==> config.mk <==
export PLATFORM = sky130hd
export DESIGN_NAME = cache_fill_fsm
export DESIGN_NICKNAME = d
export VERILOG_FILES = /design/src/rtl/cache_fill_fsm_pkg.sv /design/src/rtl/cache_fill_fsm_fill_counter.sv /design/src/rtl/cache_fill_fsm.sv
export SDC_FILE = /design/constraint.sdc
export NUM_CORES = 1
export LEC_CHECK = 0
export ABC_CLOCK_PERIOD_IN_PS = 3820
export CORE_MARGIN = 8
export CORE_UTILIZATION = 34
export CTS_CLUSTER_SIZE = 28
export DETAILED_ROUTE_END_ITERATION = 10
export MAX_ROUTING_LAYER = met4
export PLACE_DENSITY = 0.68
export SLEW_MARGIN = 20
export SYNTH_ARGS = -nofsm -noshare
export SYNTH_HDL_FRONTEND = slang
export SYNTH_SLANG_ARGS = --single-unit
export TNS_END_PERCENT = 30
==> constraint.sdc <==
create_clock -name clk -period 3.82 [get_ports clk]
set_input_delay 0.382 -clock clk [delete_from_list [all_inputs] [get_ports clk]]
set_output_delay 0.382 -clock clk [all_outputs]
set_load 0.05 [all_outputs]
==> src/rtl/cache_fill_fsm_pkg.sv <==
// Shared cache definitions: address slicing widths, block geometry and fill FSM states.
package cache_pkg;

  localparam int OFFSET_W        = 4;
  localparam int INDEX_W         = 6;
  localparam int TAG_W           = 6;
  localparam int WORDS_PER_BLOCK = 8;
  localparam int CNT_W           = $clog2(WORDS_PER_BLOCK) + 1;

  typedef enum logic [1:0] {
    IDLE = 2'd0,
    FILL = 2'd1,
    TAG  = 2'd2
  } fill_state_t;

endpackage

==> src/rtl/cache_fill_fsm_fill_counter.sv <==
// Clear/increment word counter that saturates at MAX; used for request issue and data receive.
module fill_counter
  import cache_pkg::*;
#(
  parameter int MAX = WORDS_PER_BLOCK,
  parameter int W   = CNT_W
) (
  input  logic         clk,
  input  logic         rst,
  input  logic         clr,
  input  logic         inc,
  output logic [W-1:0] cnt
);

  logic [W-1:0] cnt_q, cnt_d;

  always_comb begin
    cnt_d = cnt_q;
    if (clr) begin
      cnt_d = '0;
    end else if (inc && (cnt_q < W'(MAX))) begin
      cnt_d = cnt_q + W'(1);
    end
  end

  always_ff @(posedge clk or negedge rst) begin
    if (!rst) begin
      cnt_q <= '0;
    end else begin
      cnt_q <= cnt_d;
    end
  end

  assign cnt = cnt_q;

endmodule

==> src/rtl/cache_fill_fsm.sv <==
// Data cache miss handler: fetches one block as sequential word reads, streams the
// returned words into the data array, then writes the tag/valid entry once.
//
// state | meaning
// IDLE  | waiting for miss_detected; counters held clear
// FILL  | issuing word requests and accepting returned words
// TAG   | one-cycle tag/valid write of the filled block
module cache_fill_fsm
  import cache_pkg::*;
#(
  parameter int ADDR_W          = 16,
  parameter int WORD_W          = 16,
  parameter int WORDS_PER_BLOCK = cache_pkg::WORDS_PER_BLOCK
) (
  input  logic                               clk,
  input  logic                               rst,
  input  logic                               miss_detected,
  input  logic [ADDR_W-1:0]                  miss_address,
  output logic                               fsm_busy,
  output logic                               mem_read_en,
  output logic [ADDR_W-1:0]                  memory_address,
  input  logic                               memory_data_valid,
  input  logic [WORD_W-1:0]                  memory_data,
  output logic                               write_data_array,
  output logic [$clog2(WORDS_PER_BLOCK)-1:0] cache_word_index,
  output logic [WORD_W-1:0]                  cache_data,
  output logic                               write_tag_array,
  output logic [ADDR_W-1:0]                  fill_block_addr
);

  localparam int CW             = $clog2(WORDS_PER_BLOCK) + 1;
  localparam int IW             = $clog2(WORDS_PER_BLOCK);
  localparam int BYTES_PER_WORD = WORD_W / 8;
  localparam logic [ADDR_W-1:0] OFF_MASK = ADDR_W'((1 << OFFSET_W) - 1);

  fill_state_t       state_q, state_d;
  logic              fsm_busy_q, fsm_busy_d;
  logic              mem_read_en_q, mem_read_en_d;
  logic [ADDR_W-1:0] memory_address_q, memory_address_d;
  logic              write_tag_q, write_tag_d;
  logic [ADDR_W-1:0] fill_block_addr_q, fill_block_addr_d;

  logic [CW-1:0]     issue_cnt, recv_cnt;
  logic              cnt_clr, issue_inc;
  logic              accept, last_word;
  logic [ADDR_W-1:0] next_off;

  fill_counter #(.MAX(WORDS_PER_BLOCK), .W(CW)) u_issue_cnt (
    .clk (clk),
    .rst (rst),
    .clr (cnt_clr),
    .inc (issue_inc),
    .cnt (issue_cnt)
  );

  fill_counter #(.MAX(WORDS_PER_BLOCK), .W(CW)) u_recv_cnt (
    .clk (clk),
    .rst (rst),
    .clr (cnt_clr),
    .inc (accept),
    .cnt (recv_cnt)
  );

  assign accept    = (state_q == FILL) && memory_data_valid && (recv_cnt < CW'(WORDS_PER_BLOCK));
  assign last_word = accept && (recv_cnt == CW'(WORDS_PER_BLOCK - 1));
  // Registered request path: the offset is for the word following the one on the bus now.
  assign next_off  = ADDR_W'((int'(issue_cnt) + 1) * BYTES_PER_WORD);

  always_comb begin
    state_d           = state_q;
    mem_read_en_d     = 1'b0;
    memory_address_d  = '0;
    write_tag_d       = 1'b0;
    fill_block_addr_d = fill_block_addr_q;
    cnt_clr           = 1'b0;
    issue_inc         = 1'b0;

    case (state_q)
      IDLE: begin
        cnt_clr = 1'b1;
        if (miss_detected) begin
          state_d           = FILL;
          fill_block_addr_d = miss_address & ~OFF_MASK;
          mem_read_en_d     = 1'b1;
          memory_address_d  = miss_address & ~OFF_MASK;
        end
      end
      FILL: begin
        if (issue_cnt < CW'(WORDS_PER_BLOCK)) begin
          issue_inc = 1'b1;
        end
        if (issue_cnt < CW'(WORDS_PER_BLOCK - 1)) begin
          mem_read_en_d    = 1'b1;
          memory_address_d = fill_block_addr_q + next_off;
        end
        if (last_word) begin
          state_d     = TAG;
          write_tag_d = 1'b1;
        end
      end
      TAG: begin
        state_d = IDLE;
      end
      default: begin
        state_d = IDLE;
      end
    endcase

    fsm_busy_d = (state_d != IDLE);
  end

  always_ff @(posedge clk or negedge rst) begin
    if (!rst) begin
      state_q           <= IDLE;
      fsm_busy_q        <= 1'b0;
      mem_read_en_q     <= 1'b0;
      memory_address_q  <= '0;
      write_tag_q       <= 1'b0;
      fill_block_addr_q <= '0;
    end else begin
      state_q           <= state_d;
      fsm_busy_q        <= fsm_busy_d;
      mem_read_en_q     <= mem_read_en_d;
      memory_address_q  <= memory_address_d;
      write_tag_q       <= write_tag_d;
      fill_block_addr_q <= fill_block_addr_d;
    end
  end

  assign fsm_busy         = fsm_busy_q;
  assign mem_read_en      = mem_read_en_q;
  assign memory_address   = memory_address_q;
  assign write_tag_array  = write_tag_q;
  assign fill_block_addr  = fill_block_addr_q;
  assign write_data_array = accept;
  assign cache_word_index = accept ? recv_cnt[IW-1:0] : '0;
  assign cache_data       = accept ? memory_data : '0;

endmodule

== Word-level counts from Yosys, hierarchy flattened ==
Index checks and enable logic that the tools add are counted.
Operators by class
  mux-type cells: 20
  add/sub/neg operators: 4
  reduce and logical (&&, ||, !) cells: 10
  eq/ne operators: 2
  order comparisons: 3
Operator list (number)
  2-to-1 mux 16 bit: 3
  one-hot mux 16 bit (2 select lines): 1
  adder 16 x 6 -> 16 bit: 1
  2-to-1 mux 4 bit: 4
  adder 4 x 1 -> 4 bit, second input constant: 2
  < comparator 4 bit, second input constant: 2
  2-to-1 mux 1 bit: 7
  nonzero test 2 bit: 3
  adder 4 x 1 -> 5 bit, second input constant: 1
  logical AND 1 bit: 5
  == test 4 x 3 -> 1 bit, second input constant: 1
  < comparator 4 x 3 -> 1 bit, second input constant: 1
  2-to-1 mux 2 bit: 2
  one-hot mux 2 bit (2 select lines): 1
  2-to-1 mux 3 bit: 1
  == test 2 x 1 -> 1 bit, second input constant: 1
  zero test 2 bit: 1
  one-hot mux 1 bit (2 select lines): 1
  AND reduction 2 bit: 1
Word-level totals
  bits of input ports: 36
  flip-flop bits (word level): 41
  logic and storage cells: 47
  output and inout port bits: 55

== Logic depth before layout (Yosys ltp) ==
  depth after elaboration: 7
  gate-level depth with buffers: 9

== Hierarchy ==
From an unflattened synthesis, not the netlist that was laid out.
Unflattened totals
  cells, all modules: 195
  area total of the unflattened synthesis: 1974.4 µm²
Modules (own cells, without submodules)
  cache_fill_fsm: seq. area each 800.8 µm², area each 1591.5 µm², cells each 163, times used 1
  fill_counter: seq. area each 100.1 µm², area each 191.4 µm², cells each 16, times used 2

== Least setup slack after synthesis ==
No wires, ideal clock.
  path type: register -> register
  start: register fill_block_addr_q[4] (netlist: fill_block_addr[4])
  end: register memory_address_q[12] (netlist: memory_address[12])
  data required time: 3.737 ns
  cell stages (with the launch flop): 8
  period minus slack after synthesis: 2.095 ns
  setup time: 0.083 ns
  setup slack: 1.725 ns
  data arrival time: 2.012 ns
  path through: dfrtp_1 -> ha_1 -> inv_1 -> fa_1 -> and4b_1 -> nand4_1 -> xor2_1 -> o21ai_0
Between the ends
  cells in the longest elaborated chain, start to end: 3
Ends and longest elaborated chain
  from (decl): RTL line cache_fill_fsm.sv:41  | logic [ADDR_W-1:0] fill_block_addr_q, fill_block_addr_d;
  from (signal assigned): RTL line cache_fill_fsm.sv:126  | fill_block_addr_q <= fill_block_addr_d;
  adder 16 x 6 -> 16 bit: RTL line cache_fill_fsm.sv:94  | memory_address_d = fill_block_addr_q + next_off;
  2-to-1 mux 16 bit: RTL line cache_fill_fsm.sv:92  | if (issue_cnt < CW'(WORDS_PER_BLOCK - 1)) begin
  one-hot mux 16 bit (2 select lines): RTL line cache_fill_fsm.sv:78  | case (state_q)
  via memory_address_d[12]: RTL line cache_fill_fsm.sv:39  | logic [ADDR_W-1:0] memory_address_q, memory_address_d;
  to (signal assigned): RTL line cache_fill_fsm.sv:124  | memory_address_q <= memory_address_d;
  to (decl): RTL line cache_fill_fsm.sv:39
The timed path passes the listed nets, and every way through them passes these cells.
A chain may end at the register's enable or synchronous reset.

== Worst setup path after layout ==
  start: register state_q[1]
  end: output cache_word_index[2]
Between the ends
  cells in the longest elaborated chain, start to end: 4
Ends and longest elaborated chain
  from (decl): RTL line cache_fill_fsm.sv:36  | fill_state_t state_q, state_d;
  from (signal assigned): RTL line cache_fill_fsm.sv:121  | state_q <= state_d;
  == test 2 x 1 -> 1 bit: RTL line cache_fill_fsm.sv:64  | assign accept = (state_q == FILL) && memory_data_valid && (recv_cnt < CW'(WORDS_PER_BLOCK));
  logical AND 1 bit (2 in a row): RTL line cache_fill_fsm.sv:64
  2-to-1 mux 3 bit: RTL line cache_fill_fsm.sv:136  | assign cache_word_index = accept ? recv_cnt[IW-1:0] : '0;
  to (decl): RTL line cache_fill_fsm.sv:25  | output logic [$clog2(WORDS_PER_BLOCK)-1:0] cache_word_index,
Every way passes these cells.

==> impl_results.md <==
- Post-Synthesis Cells: 200
- Die Y: 91.8 um
- Post-cts sizing count: 0
- H-tree levels: 2
- CTS tree: done
- Hold Crit Class: primary input to asynchronous set/reset pin
- Row cnt: 27
- Clock root buffer: clkbuf_8
- CTS max path bufs: 2
- Clk pin slew, worst setup/hold paths: 0.07 ns
- Clk sinks: 40
- Final #Nets: 323
- Crit. Startpoint: state_q[1]
- Mux contribution to synthesized area: 0.00513
- CP bufs+invs: 1
- Ant diodes: 0
- Synth top cells by count: nand2_1, dfrtp_1, and2_1
- Post-synth ARST share: 1.00
- Drt drc: 0
- Max stage delay cell, worst path: clkdlybuf4s50_1
- Post-DP HPWL: 3700 um
- GRT met2 Usage: 0.185
- Vias: 1583
- Number of port buffers: 81
- Adder-Cell Fraction of Synth Area: 0.0423
- F_max: around 340 MHz
- Total grt overflow: 0
- Worst VDD drop: 380 uV
- Worst hold slack: 0.205 ns
- Worst Path Max Fanout: 25
- Outcome: completed
- CP Capture Type: output pin
- Die Span X: 91.8 um
- Final setup margin: 0.884 ns
- Seq/Total Area, Yosys: 0.513
- Unique masters post-synth: 34
- Synth Area in XOR/XNOR: 0.0628
- Met3 usage: 0.0416
- Slowest Stage Delay on Critical Path: 0.81 ns
- Critical path's top delay family: simple AND/OR/NAND/NOR gates
- Routed vias/inst: 4.47
- RSZ-0062 raised after global routing: false
- I/O Pins: 91
- Final setup fails: 0
- Crit share post-route: 0.768
- Worst R2R Start: u_issue_cnt.cnt[2]
- Skew final: 0.00814 ns
- Post-synthesis compound-gate area fraction: 0.0577
- Crit path DAT: ~2.6 ns
- Core footprint: 5540 um^2
- Die ar.: ~8400 um^2
- Post-synth top area share: 0.513
- Detailed Routing Iterations Pass 1: 4
- Leak: between 1 and 1.5 nW
- Starting Density: 0.352
- GRT Overall Usage: 0.118
- Worst skew pair latency: ~0.29 ns
- CP Launch Type: register
- Post-synth EDFFs: 0
- Synth Register Bits: 40
- Number of CTS-inserted buffers: 5
- Ys Warns: 0
- Global-route wire length before repair: 7940 um
- Post-Syn Area: approximately 2000 um^2
- Pin count of the biggest net entering global routing: 41
- Postcts setup bufs: 0
- Post-synthesis simple-gate area fraction: 0.263
- Tmin final: 2.94 ns
- Critical path class: register to output pin
- Final Hold Viols: 0
- RePlAce Congestion: between 0.6 and 0.7
- Total power: approximately 2.6 mW
- Pwr/cell area: between 900 and 1000 nW/um^2
- Avg Cell Area, Syn: roughly 10 um^2
- Slew headroom: 0.417
- Placement Setup Slack: 0.885 ns
- Layout area overhead: 48.3%
- Wire length per cell: 13.6 um
- Hold-fix buffers, CTS: 0
- Setup TNS Final: 0 ns
- Reg2Reg Depth: 9
- Stages on the worst setup path: 3
- CP required: 3.44 ns
- Initial antenna violation count: 0
- Leading cell type by number of instances after synthesis: nand2_1
- Yosys top cell by area: dfrtp_1
- Final antenna-violating net count: 0
- Crit path cell chain: and4bb_1 -> and2_4 -> clkdlybuf4s50_1
- Layout cells sized above 1: 0.0567
- Initial DRC count: 32
- Final Slew Violations: 0
- Max-Cap Viols: 0
- Most Crowded Layer GR: met2
- Routed wire length: 4800 um
- Vias in the first global route: 1603
- Grt met1 use: 0.143
- Dominant combinational cell family by area after synthesis: simple AND/OR/NAND/NOR gates
- Top FF cell, synth: dfrtp_1
- Synth top area cells: dfrtp_1, nand2_1, and2_1
- Slew @ Worst Pin: between 0.8 and 0.9 ns
==> cells in the final DEF (no fill, tap or decap), types with 2 or more instances in the layout <==
cell	instances
conb_1	5
and3_1	2
nand2_1	46
ha_1	5
inv_1	8
o21ai_1	4
xor2_1	4
dfrtp_1	40
o21ai_0	13
nand3_1	3
and2_4	2
and2_1	18
clkbuf_8	5
nor2_1	15
clkdlybuf4s50_1	80
nor3_1	3
xnor2_1	10
==> through the flow <==
stage,std cells,instance area (um^2),utilization
after floorplan,204,1970,-
after detailed placement,346,2790,0.503
after CTS,354,2890,0.522
after global placement,346,2790,0.503
after global routing,354,2890,0.522
final,354,2890,0.522
==> logic make-up (layout without fill, tap and decap cells) <==
family | after synthesis | count (layout)
DFF | 40 | 40
xor gates and xnor gates | 14 | 14
buffers and inverters | 19 | 97
other | 1 | 5
and+or+nand+nor | 98 | 98
adders and majority gates | 6 | 6
AOI/OAI and AO/OA | 21 | 21
muxes | 1 | 1
==> sequential cells by signal, indices dropped and copies added (netlist names) <==
| name | count |
|---|---|
| memory_address | 15 |
| u_issue_cnt.cnt | 4 |
| fill_block_addr | 12 |
| mem_read_en | 1 |
| state_q | 2 |
| fsm_busy | 1 |
| write_tag_array | 1 |
| u_recv_cnt.cnt | 4 |
==> area by class of cell <==
class	count	area, um^2
clock buffer	6	72.6
clock inverter	2	35.0
fill	542	2650
inverter	8	30.0
multi-input combinational	145	860
sequential	40	1000
tap	72	90.1
timing repair buffer	81	806
==> report_power, final <==
group / switching (mW) / internal (mW) / total (mW)
combinational: 1.01 / 0.515 / 1.52
sequential: 0.157 / 0.597 / 0.754
clock: 0.140 / 0.194 / 0.334
total: 1.31 / 1.31 / 2.61
==> metal layers <==
metal	up-vias	wire [um]	part of all wire
met3	6	300	0.063
li1	789	-	-
met1	735	2260	0.47
met5	-	0	0
met2	53	2200	0.46
met4	0	46	0.0096
==> path summary, 6_finish.rpt <==
check	endpoint	slack [ns]
hold reg to reg	u_issue_cnt.cnt[1]	0.52
setup / recovery	cache_word_index[2]	0.88
setup reg to reg	memory_address[14]	1.49
max in group asynchronous	fill_block_addr[9]	3.06
hold / removal	memory_address[1]	0.21
min in group clk	u_issue_cnt.cnt[1]	0.52
No activity file was read; power rests on OpenSTA's default activity.
